[config.mk]
export PLATFORM = sky130hd
export DESIGN_NAME = axi4_rd_burst_master_flat
export DESIGN_NICKNAME = d
export VERILOG_FILES = /design/src/rtl/axi4_rd_burst_master_if.sv /design/src/rtl/axi4_rd_burst_master.sv /design/src/flat_wrapper.sv
export SDC_FILE = /design/constraint.sdc
export NUM_CORES = 1
export LEC_CHECK = 0
export CAP_MARGIN = 25
export CORE_ASPECT_RATIO = 1.2
export CORE_MARGIN = 8
export CORE_UTILIZATION = 25
export DETAILED_ROUTE_END_ITERATION = 16
export SYNTH_ARGS = -nofsm -noshare
export SYNTH_HDL_FRONTEND = slang
export SYNTH_SLANG_ARGS = --single-unit
[constraint.sdc]
create_clock -name ACLK -period 2.3 [get_ports ACLK]
set_input_delay 0.575 -clock ACLK [delete_from_list [all_inputs] [get_ports ACLK]]
set_output_delay 0.575 -clock ACLK [all_outputs]
set_load 0.05 [all_outputs]
[src/rtl/axi4_rd_burst_master_if.sv]
// AXI4 read-address and read-data channels between the refill master and the crossbar.
interface axi4_rd_burst_master_if #(
  parameter int ADDR_W = 32,
  parameter int DATA_W = 32,
  parameter int ID_W   = 4
);
  logic [ID_W-1:0]   ARID;
  logic [ADDR_W-1:0] ARADDR;
  logic [7:0]        ARLEN;
  logic [2:0]        ARSIZE;
  logic [1:0]        ARBURST;
  logic              ARLOCK;
  logic [3:0]        ARCACHE;
  logic [2:0]        ARPROT;
  logic [3:0]        ARQOS;
  logic [3:0]        ARREGION;
  logic              ARVALID;
  logic              ARREADY;
  logic [ID_W-1:0]   RID;
  logic [DATA_W-1:0] RDATA;
  logic [1:0]        RRESP;
  logic              RLAST;
  logic              RVALID;
  logic              RREADY;

  modport master (
    output ARID, ARADDR, ARLEN, ARSIZE, ARBURST, ARLOCK, ARCACHE, ARPROT, ARQOS, ARREGION,
    output ARVALID,
    input  ARREADY,
    input  RID, RDATA, RRESP, RLAST, RVALID,
    output RREADY
  );

  modport slave (
    input  ARID, ARADDR, ARLEN, ARSIZE, ARBURST, ARLOCK, ARCACHE, ARPROT, ARQOS, ARREGION,
    input  ARVALID,
    output ARREADY,
    output RID, RDATA, RRESP, RLAST, RVALID,
    input  RREADY
  );
endinterface

[src/rtl/axi4_rd_burst_master.sv]
// AXI4 read master for icache refills: one outstanding request, either a full
// cache-line INCR burst or a single beat, with cancel/drain and error flagging.
module axi4_rd_burst_master #(
  parameter int ADDR_W     = 32,
  parameter int DATA_W     = 32,
  parameter int ID_W       = 4,
  parameter int ARID_VAL   = 0,
  parameter int LINE_BEATS = 4
) (
  input  logic              ACLK,
  input  logic              ARESETn,
  input  logic              rd_req,
  input  logic [2:0]        rd_type,
  input  logic [ADDR_W-1:0] rd_addr,
  output logic              rd_rdy,
  input  logic              cancel,
  output logic              ret_valid,
  output logic [DATA_W-1:0] ret_data,
  output logic              ret_last,
  output logic              ret_err,
  axi4_rd_burst_master_if.master axi
);

  localparam int                CNT_W     = $clog2(LINE_BEATS) + 1;
  localparam logic [2:0]        LINE_TYPE = 3'b100;
  localparam logic [ADDR_W-1:0] LINE_MASK = ADDR_W'(LINE_BEATS * (DATA_W / 8) - 1);

  typedef enum logic [1:0] {S_IDLE, S_ADDR, S_DATA, S_DRAIN} state_t;

  state_t            state_q;
  logic              arvalid_q;
  logic              rready_q;
  logic              cancel_seen_q;
  logic [ADDR_W-1:0] araddr_q;
  logic [7:0]        arlen_q;
  logic [CNT_W-1:0]  cnt_q;
  logic [CNT_W-1:0]  last_idx;
  logic              ar_fire;
  logic              r_fire;

  logic              vld_p1;
  logic [DATA_W-1:0] ret_data_p1;
  logic              ret_last_p1;
  logic              ret_err_p1;

  // Beat counter stops at the last expected index so overlong bursts keep flagging.
  function automatic logic [CNT_W-1:0] sat_inc(input logic [CNT_W-1:0] c,
                                               input logic [CNT_W-1:0] lim);
    return (c == lim) ? c : c + 1'b1;
  endfunction

  assign last_idx = CNT_W'(arlen_q);
  assign ar_fire  = arvalid_q && axi.ARREADY;
  assign r_fire   = axi.RVALID && rready_q;
  assign rd_rdy   = (state_q == S_IDLE);

  assign axi.ARID     = ID_W'(ARID_VAL);
  assign axi.ARADDR   = araddr_q;
  assign axi.ARLEN    = arlen_q;
  assign axi.ARSIZE   = 3'($clog2(DATA_W / 8));
  assign axi.ARBURST  = 2'b01;
  assign axi.ARLOCK   = 1'b0;
  assign axi.ARCACHE  = 4'd0;
  assign axi.ARPROT   = 3'd0;
  assign axi.ARQOS    = 4'd0;
  assign axi.ARREGION = 4'd0;
  assign axi.ARVALID  = arvalid_q;
  assign axi.RREADY   = rready_q;

  assign ret_valid = vld_p1;
  assign ret_data  = ret_data_p1;
  assign ret_last  = ret_last_p1;
  assign ret_err   = ret_err_p1;

  // RID and the low RRESP bit carry nothing this master acts on.
  logic unused_rsp;
  assign unused_rsp = ^{axi.RID, axi.RRESP[0]};

  // Request FSM with registered AR/R handshake outputs and the one-stage return register.
  always_ff @(posedge ACLK or negedge ARESETn) begin
    if (!ARESETn) begin
      state_q       <= S_IDLE;
      arvalid_q     <= 1'b0;
      rready_q      <= 1'b0;
      cancel_seen_q <= 1'b0;
      araddr_q      <= '0;
      arlen_q       <= '0;
      cnt_q         <= '0;
      vld_p1        <= 1'b0;
      ret_data_p1   <= '0;
      ret_last_p1   <= 1'b0;
      ret_err_p1    <= 1'b0;
    end else begin
      vld_p1 <= 1'b0;
      case (state_q)
        S_IDLE: begin
          if (rd_req && !cancel) begin
            if (rd_type == LINE_TYPE) begin
              araddr_q <= rd_addr & ~LINE_MASK;
              arlen_q  <= 8'(LINE_BEATS - 1);
            end else begin
              araddr_q <= rd_addr;
              arlen_q  <= 8'd0;
            end
            cnt_q         <= '0;
            cancel_seen_q <= 1'b0;
            arvalid_q     <= 1'b1;
            state_q       <= S_ADDR;
          end
        end
        S_ADDR: begin
          // The address is never withdrawn; a cancel only redirects the data phase.
          if (ar_fire) begin
            arvalid_q <= 1'b0;
            rready_q  <= 1'b1;
            state_q   <= (cancel_seen_q || cancel) ? S_DRAIN : S_DATA;
          end else if (cancel) begin
            cancel_seen_q <= 1'b1;
          end
        end
        S_DATA: begin
          if (r_fire) begin
            if (cancel) begin
              // Beat on the cancel cycle is dropped; if it was the last one we are done.
              if (axi.RLAST) begin
                rready_q <= 1'b0;
                state_q  <= S_IDLE;
              end else begin
                state_q  <= S_DRAIN;
              end
            end else begin
              vld_p1      <= 1'b1;
              ret_data_p1 <= axi.RDATA;
              ret_last_p1 <= axi.RLAST;
              ret_err_p1  <= axi.RRESP[1] | (axi.RLAST != (cnt_q == last_idx));
              cnt_q       <= sat_inc(cnt_q, last_idx);
              if (axi.RLAST) begin
                rready_q <= 1'b0;
                state_q  <= S_IDLE;
              end
            end
          end else if (cancel) begin
            state_q <= S_DRAIN;
          end
        end
        S_DRAIN: begin
          if (r_fire && axi.RLAST) begin
            rready_q <= 1'b0;
            state_q  <= S_IDLE;
          end
        end
        default: begin
          arvalid_q <= 1'b0;
          rready_q  <= 1'b0;
          state_q   <= S_IDLE;
        end
      endcase
    end
  end

endmodule
[src/flat_wrapper.sv]
// flat-port wrapper written by rule: the top's interface ports become plain ports
module axi4_rd_burst_master_flat 
#(
  parameter int ADDR_W     = 32,
  parameter int DATA_W     = 32,
  parameter int ID_W       = 4,
  parameter int ARID_VAL   = 0,
  parameter int LINE_BEATS = 4
)
  (ACLK, ARESETn, rd_req, rd_type, rd_addr, rd_rdy, cancel, ret_valid, ret_data, ret_last, ret_err, axi_ARID, axi_ARADDR, axi_ARLEN, axi_ARSIZE, axi_ARBURST, axi_ARLOCK, axi_ARCACHE, axi_ARPROT, axi_ARQOS, axi_ARREGION, axi_ARVALID, axi_ARREADY, axi_RID, axi_RDATA, axi_RRESP, axi_RLAST, axi_RVALID, axi_RREADY);
  axi4_rd_burst_master_if #(.ADDR_W(ADDR_W), .DATA_W(DATA_W), .ID_W(ID_W)) axi_i ();
  input  logic ACLK;
  input  logic ARESETn;
  input  logic rd_req;
  input  logic [2:0] rd_type;
  input  logic [ADDR_W-1:0] rd_addr;
  output logic rd_rdy;
  input  logic cancel;
  output logic ret_valid;
  output logic [DATA_W-1:0] ret_data;
  output logic ret_last;
  output logic ret_err;
  output wire logic [$bits(axi_i.ARID)-1:0] axi_ARID;
  output wire logic [$bits(axi_i.ARADDR)-1:0] axi_ARADDR;
  output wire logic [$bits(axi_i.ARLEN)-1:0] axi_ARLEN;
  output wire logic [$bits(axi_i.ARSIZE)-1:0] axi_ARSIZE;
  output wire logic [$bits(axi_i.ARBURST)-1:0] axi_ARBURST;
  output wire logic [$bits(axi_i.ARLOCK)-1:0] axi_ARLOCK;
  output wire logic [$bits(axi_i.ARCACHE)-1:0] axi_ARCACHE;
  output wire logic [$bits(axi_i.ARPROT)-1:0] axi_ARPROT;
  output wire logic [$bits(axi_i.ARQOS)-1:0] axi_ARQOS;
  output wire logic [$bits(axi_i.ARREGION)-1:0] axi_ARREGION;
  output wire logic [$bits(axi_i.ARVALID)-1:0] axi_ARVALID;
  input wire logic [$bits(axi_i.ARREADY)-1:0] axi_ARREADY;
  input wire logic [$bits(axi_i.RID)-1:0] axi_RID;
  input wire logic [$bits(axi_i.RDATA)-1:0] axi_RDATA;
  input wire logic [$bits(axi_i.RRESP)-1:0] axi_RRESP;
  input wire logic [$bits(axi_i.RLAST)-1:0] axi_RLAST;
  input wire logic [$bits(axi_i.RVALID)-1:0] axi_RVALID;
  output wire logic [$bits(axi_i.RREADY)-1:0] axi_RREADY;
  assign axi_ARID = axi_i.ARID;
  assign axi_ARADDR = axi_i.ARADDR;
  assign axi_ARLEN = axi_i.ARLEN;
  assign axi_ARSIZE = axi_i.ARSIZE;
  assign axi_ARBURST = axi_i.ARBURST;
  assign axi_ARLOCK = axi_i.ARLOCK;
  assign axi_ARCACHE = axi_i.ARCACHE;
  assign axi_ARPROT = axi_i.ARPROT;
  assign axi_ARQOS = axi_i.ARQOS;
  assign axi_ARREGION = axi_i.ARREGION;
  assign axi_ARVALID = axi_i.ARVALID;
  assign axi_i.ARREADY = axi_ARREADY;
  assign axi_i.RID = axi_RID;
  assign axi_i.RDATA = axi_RDATA;
  assign axi_i.RRESP = axi_RRESP;
  assign axi_i.RLAST = axi_RLAST;
  assign axi_i.RVALID = axi_RVALID;
  assign axi_RREADY = axi_i.RREADY;
  axi4_rd_burst_master #(.ADDR_W(ADDR_W), .DATA_W(DATA_W), .ID_W(ID_W), .ARID_VAL(ARID_VAL), .LINE_BEATS(LINE_BEATS)) u_core (.ACLK(ACLK), .ARESETn(ARESETn), .rd_req(rd_req), .rd_type(rd_type), .rd_addr(rd_addr), .rd_rdy(rd_rdy), .cancel(cancel), .ret_valid(ret_valid), .ret_data(ret_data), .ret_last(ret_last), .ret_err(ret_err), .axi(axi_i));
endmodule
==> metrics.log <==
[metrics] cells on worst reg2reg path: 4
[metrics] antenna violations before repair: 0
[metrics] initial core utilization: 0.254
[metrics] biggest cell delay along the critical path: approximately 0.85 ns
[metrics] average wire length per cell after detail routing: roughly 15 um
[metrics] share of power burned in registers: 0.283
[metrics] total number of vias: 2527
[metrics] number of failing hold endpoints at the final stage: 0
[metrics] net switching share of the total power: 0.471
[metrics] die height: between 100 and 150 um
[metrics] GR Layer Usage met3: 0.0679
[metrics] # H-tree levels: 3
[metrics] average cell area after synthesis: about 11 um2
[metrics] slack of the worst reg-to-reg path: around 0.63 ns
[metrics] DRC violation total after the first TritonRoute iteration: 76
[metrics] Post-synth top flop: sky130_fd_sc_hd__dfrtp_1
[metrics] Horiz. Die Dim: about 120 um
[metrics] via/cell ratio: slightly above 4
[metrics] part of the total power dissipated in combinational logic: 0.549
[metrics] Max-slew headroom: 0.643
[metrics] combined global-route utilization of all metal layers: 0.107
[metrics] global-route met1 utilization: 0.111
[metrics] share of power burned in the clock network: 0.168
[metrics] flip-flop and latch count after synthesis: 76
[metrics] worst hold slack across all endpoints: between 0.15 and 0.2 ns
[metrics] number of diodes: 0
[metrics] power density relative to cell area: roughly 1600 nW/um2
[metrics] Min-Delay Path Class: input pin to asynchronous set/reset pin
[metrics] series of cell instances along the critical path: clkdlybuf4s50_1
[metrics] relative area change from synthesis to final layout: 55.4%
[metrics] final critical-path required period: roughly 2.2 ns
[metrics] required time reported for the critical path endpoint: 1.73 ns
[metrics] share of the synthesized area in the top cell type: 0.571
[metrics] largest fanout on the critical path: 6
[metrics] proportion of layout cells with a drive suffix above 1: 0.0795
[metrics] total of cells resized after clock tree synthesis: 0
[metrics] fin cells: just over 600
[metrics] launching point of the worst reg2reg path: u_core.state_q[1]
[metrics] die area: between 15000 and 20000 um2
[metrics] clk_lat worst skew: ~0.34 ns
[metrics] CP Capture Type: primary output
[metrics] Core Footprint: between 10000 and 15000 um2
[metrics] DPL Wire Length: roughly 6.9 mm
[metrics] total detailed-routing wirelength: 9.06 mm
[metrics] number of nets still failing antenna checks after routing: 0
[metrics] most frequent cell after synthesis: sky130_fd_sc_hd__nand2_1
[metrics] biggest area contributors in the synthesized netlist: sky130_fd_sc_hd__dfrtp_1 (57%), sky130_fd_sc_hd__nand2_1 (11%), sky130_fd_sc_hd__mux2_1 (9.1%)
[metrics] post-synthesis sequential area ratio: 0.571
[metrics] total overflow reported by the global router: 0
[metrics] Worst Tran Pin Value: between 0.5 and 0.6 ns
[metrics] Final setup viols: 0
[metrics] share of synthesized flip-flops with an asynchronous set or reset: 1.00
[metrics] peak supply drop: 0.812 mV
[metrics] internal power contribution: around 0.0043 W
[metrics] cell total after placement: approximately 610
[metrics] Critical Path Slowest Stage Cell: sky130_fd_sc_hd__clkdlybuf4s50_1
[metrics] Design Area, Final: ~5200 um2
[metrics] ratio of final minimum period to clock period: 0.970
[metrics] switching power of the nets: between 0.003 and 0.004 W
[metrics] result of the run: finished, final reports clean
[metrics] number of hold buffers added after cts: 0
[metrics] instance count of the mapped netlist: between 200 and 300
[metrics] number of flops mapped to enable cells by yosys: 0
[metrics] row count: 46
[metrics] via count of the first global-routing pass: between 2k and 3k
[metrics] end of the worst register-to-register path: u_core.ret_data[26]
[metrics] number of buffers created by CTS: 9
[metrics] setup repair after global routing missed its margin: no
[metrics] global-route wire length before repair: 14.3 mm
[metrics] TritonCTS clock tree: yes
[metrics] family with the most delay on the worst path: buffers and inverters
[metrics] most used standard cells in the synthesized netlist: sky130_fd_sc_hd__nand2_1 (95), sky130_fd_sc_hd__dfrtp_1 (76), sky130_fd_sc_hd__buf_4 (38), sky130_fd_sc_hd__mux2_1 (27), sky130_fd_sc_hd__mux2_2 (7)
[metrics] weighted congestion at the end of routability-driven global placement: 0.722
[metrics] pre-CTS worst setup slack: between 0.1 and 0.15 ns
[metrics] CP Launch Type: register
[metrics] DR pass1 iterations: 4
[metrics] Netlist cell types: 33
[metrics] cell area after technology mapping: roughly 3300 um2
[metrics] startpoint-to-endpoint class of the critical path: register to primary output
[metrics] number of maximum-capacitance violations: 0
[metrics] Crit path buffers/inverters: 1
[metrics] Max Buffers Root-to-Sink: 2
[metrics] clock-pin transition on the worst setup and hold timing paths: ~0.050 ns
[metrics] number of design rule violations left after detail routing: 0
[metrics] filler instances: about 1.3k
[metrics] buffers added on ports: around 150
[metrics] root buffer cell: sky130_fd_sc_hd__clkbuf_16
[metrics] leakage power of the design: roughly 2.4 nW
[metrics] setup TNS: 0 ns
[metrics] Crit path arrival time: ~1.7 ns
[metrics] IO Pins: between 150 and 200
[metrics] Final #Nets: between 500 and 600
[metrics] total count of max-transition violations in the final report: 0
[metrics] post-synth top area cell: sky130_fd_sc_hd__dfrtp_1
[metrics] Cell Area, Placed: between 4000 and 5000 um2
[metrics] Warnings, synthesis: 0
[metrics] busiest layer in global routing: met2
[metrics] final setup margin: between 0.06 and 0.07 ns
[metrics] achievable frequency: between 0.4 and 0.5 GHz
[metrics] pin count of the biggest net entering global routing: 47
[metrics] worst clock skew: around 0.0059 ns
[metrics] CTS sink cnt: between 70 and 80
[metrics] setup bufs post-CTS: 0
[metrics] grt met2 use: 0.170
## layout make-up
class / count / area (um2) / area share
multi-input combinational: 206 / 1210 / 0.233
inverter: 1 / 3.75 / 0.000724
sequential: 76 / 1900 / 0.367
tap: 168 / 210 / 0.0406
clock inverter: 2 / 35.0 / 0.00676
clock buffer: 13 / 250 / 0.0483
timing repair buffer: 155 / 1570 / 0.304
## worst max path at each step
stage	startpoint	to	cells after the start
3_5_place_dp	axi_RVALID	u_core.ret_data[25]	5
6_report	u_core.axi.RREADY	axi_RREADY	1
3_3_place_gp	axi_RVALID	u_core.ret_data[26]	5
2_1_floorplan	u_core.state_q[1]	u_core.axi.ARLEN[0]	7
5_1_grt	u_core.axi.ARLEN[0]	axi_ARLEN[0]	1
4_1_cts	u_core.axi.RREADY	axi_RREADY	1
## registers in the layout, indices dropped and copies added (netlist names)
register / cells
u_core.ret_last: 1
u_core.axi.ARLEN: 1
u_core.axi.RREADY: 1
u_core.axi.ARVALID: 1
u_core.cnt_q: 3
u_core.axi.ARADDR: 32
u_core.ret_err: 1
u_core.cancel_seen_q: 1
u_core.state_q: 2
u_core.ret_data: 32
u_core.ret_valid: 1
## metal layers
layer,wire (um),part of all wire
met4,129,0.014
met5,0,0
met2,4170,0.46
met3,1220,0.13
met1,3540,0.39
## cell families (layout without fill, tap and decap cells)
logic type / after synthesis / after routing / share of synthesized area
XOR/XNOR: 1 / 1 / 0.00263
AND/OR/NAND/NOR: 120 / 120 / 0.162
AO/OA/AOI/OAI: 18 / 18 / 0.0379
multiplexers: 35 / 35 / 0.118
adder cells (fa/ha/maj): 1 / 1 / 0.00375
other: 2 / 31 / 0.00225
flip-flops: 76 / 76 / 0.571
buffers and inverters: 46 / 171 / 0.103
## cells in the final DEF, fill, tap and decap left out, drive strengths merged, types with 2 or more instances in the layout
master	synthesis	final
conb	2	31
nand2	95	95
nand2b	3	3
mux2	34	34
nand3b	2	2
a22o	5	5
nand3	3	3
nor2	6	6
nor3b	2	2
a31oi	2	2
nor3	3	3
buf	45	11
a21oi	5	5
clkbuf	0	13
dfrtp	76	76
o21ai	4	4
clkdlybuf4s50	0	144
## power by group through the flow
stage / logic, W / clock network (W) / registers (W)
5_1_grt: 0.00472 / 0.00150 / 0.00240
3_5_place_dp: 0.00455 / 0 / 0.00234
4_1_cts: 0.00456 / 0.00144 / 0.00233
2_1_floorplan: 0.000985 / 0 / 0.00431
3_3_place_gp: 0.00451 / 0 / 0.00231
6_report: 0.00450 / 0.00138 / 0.00232
## metrics by stage
step | utilization | total power, W
after floorplan | - | 0.00530
after global placement | 0.373 | 0.00682
after detailed placement | 0.373 | 0.00690
after CTS | 0.395 | 0.00833
after global routing | 0.395 | 0.00862
final | 0.395 | 0.00819
Note: power is estimated with default switching activity, not from simulation.
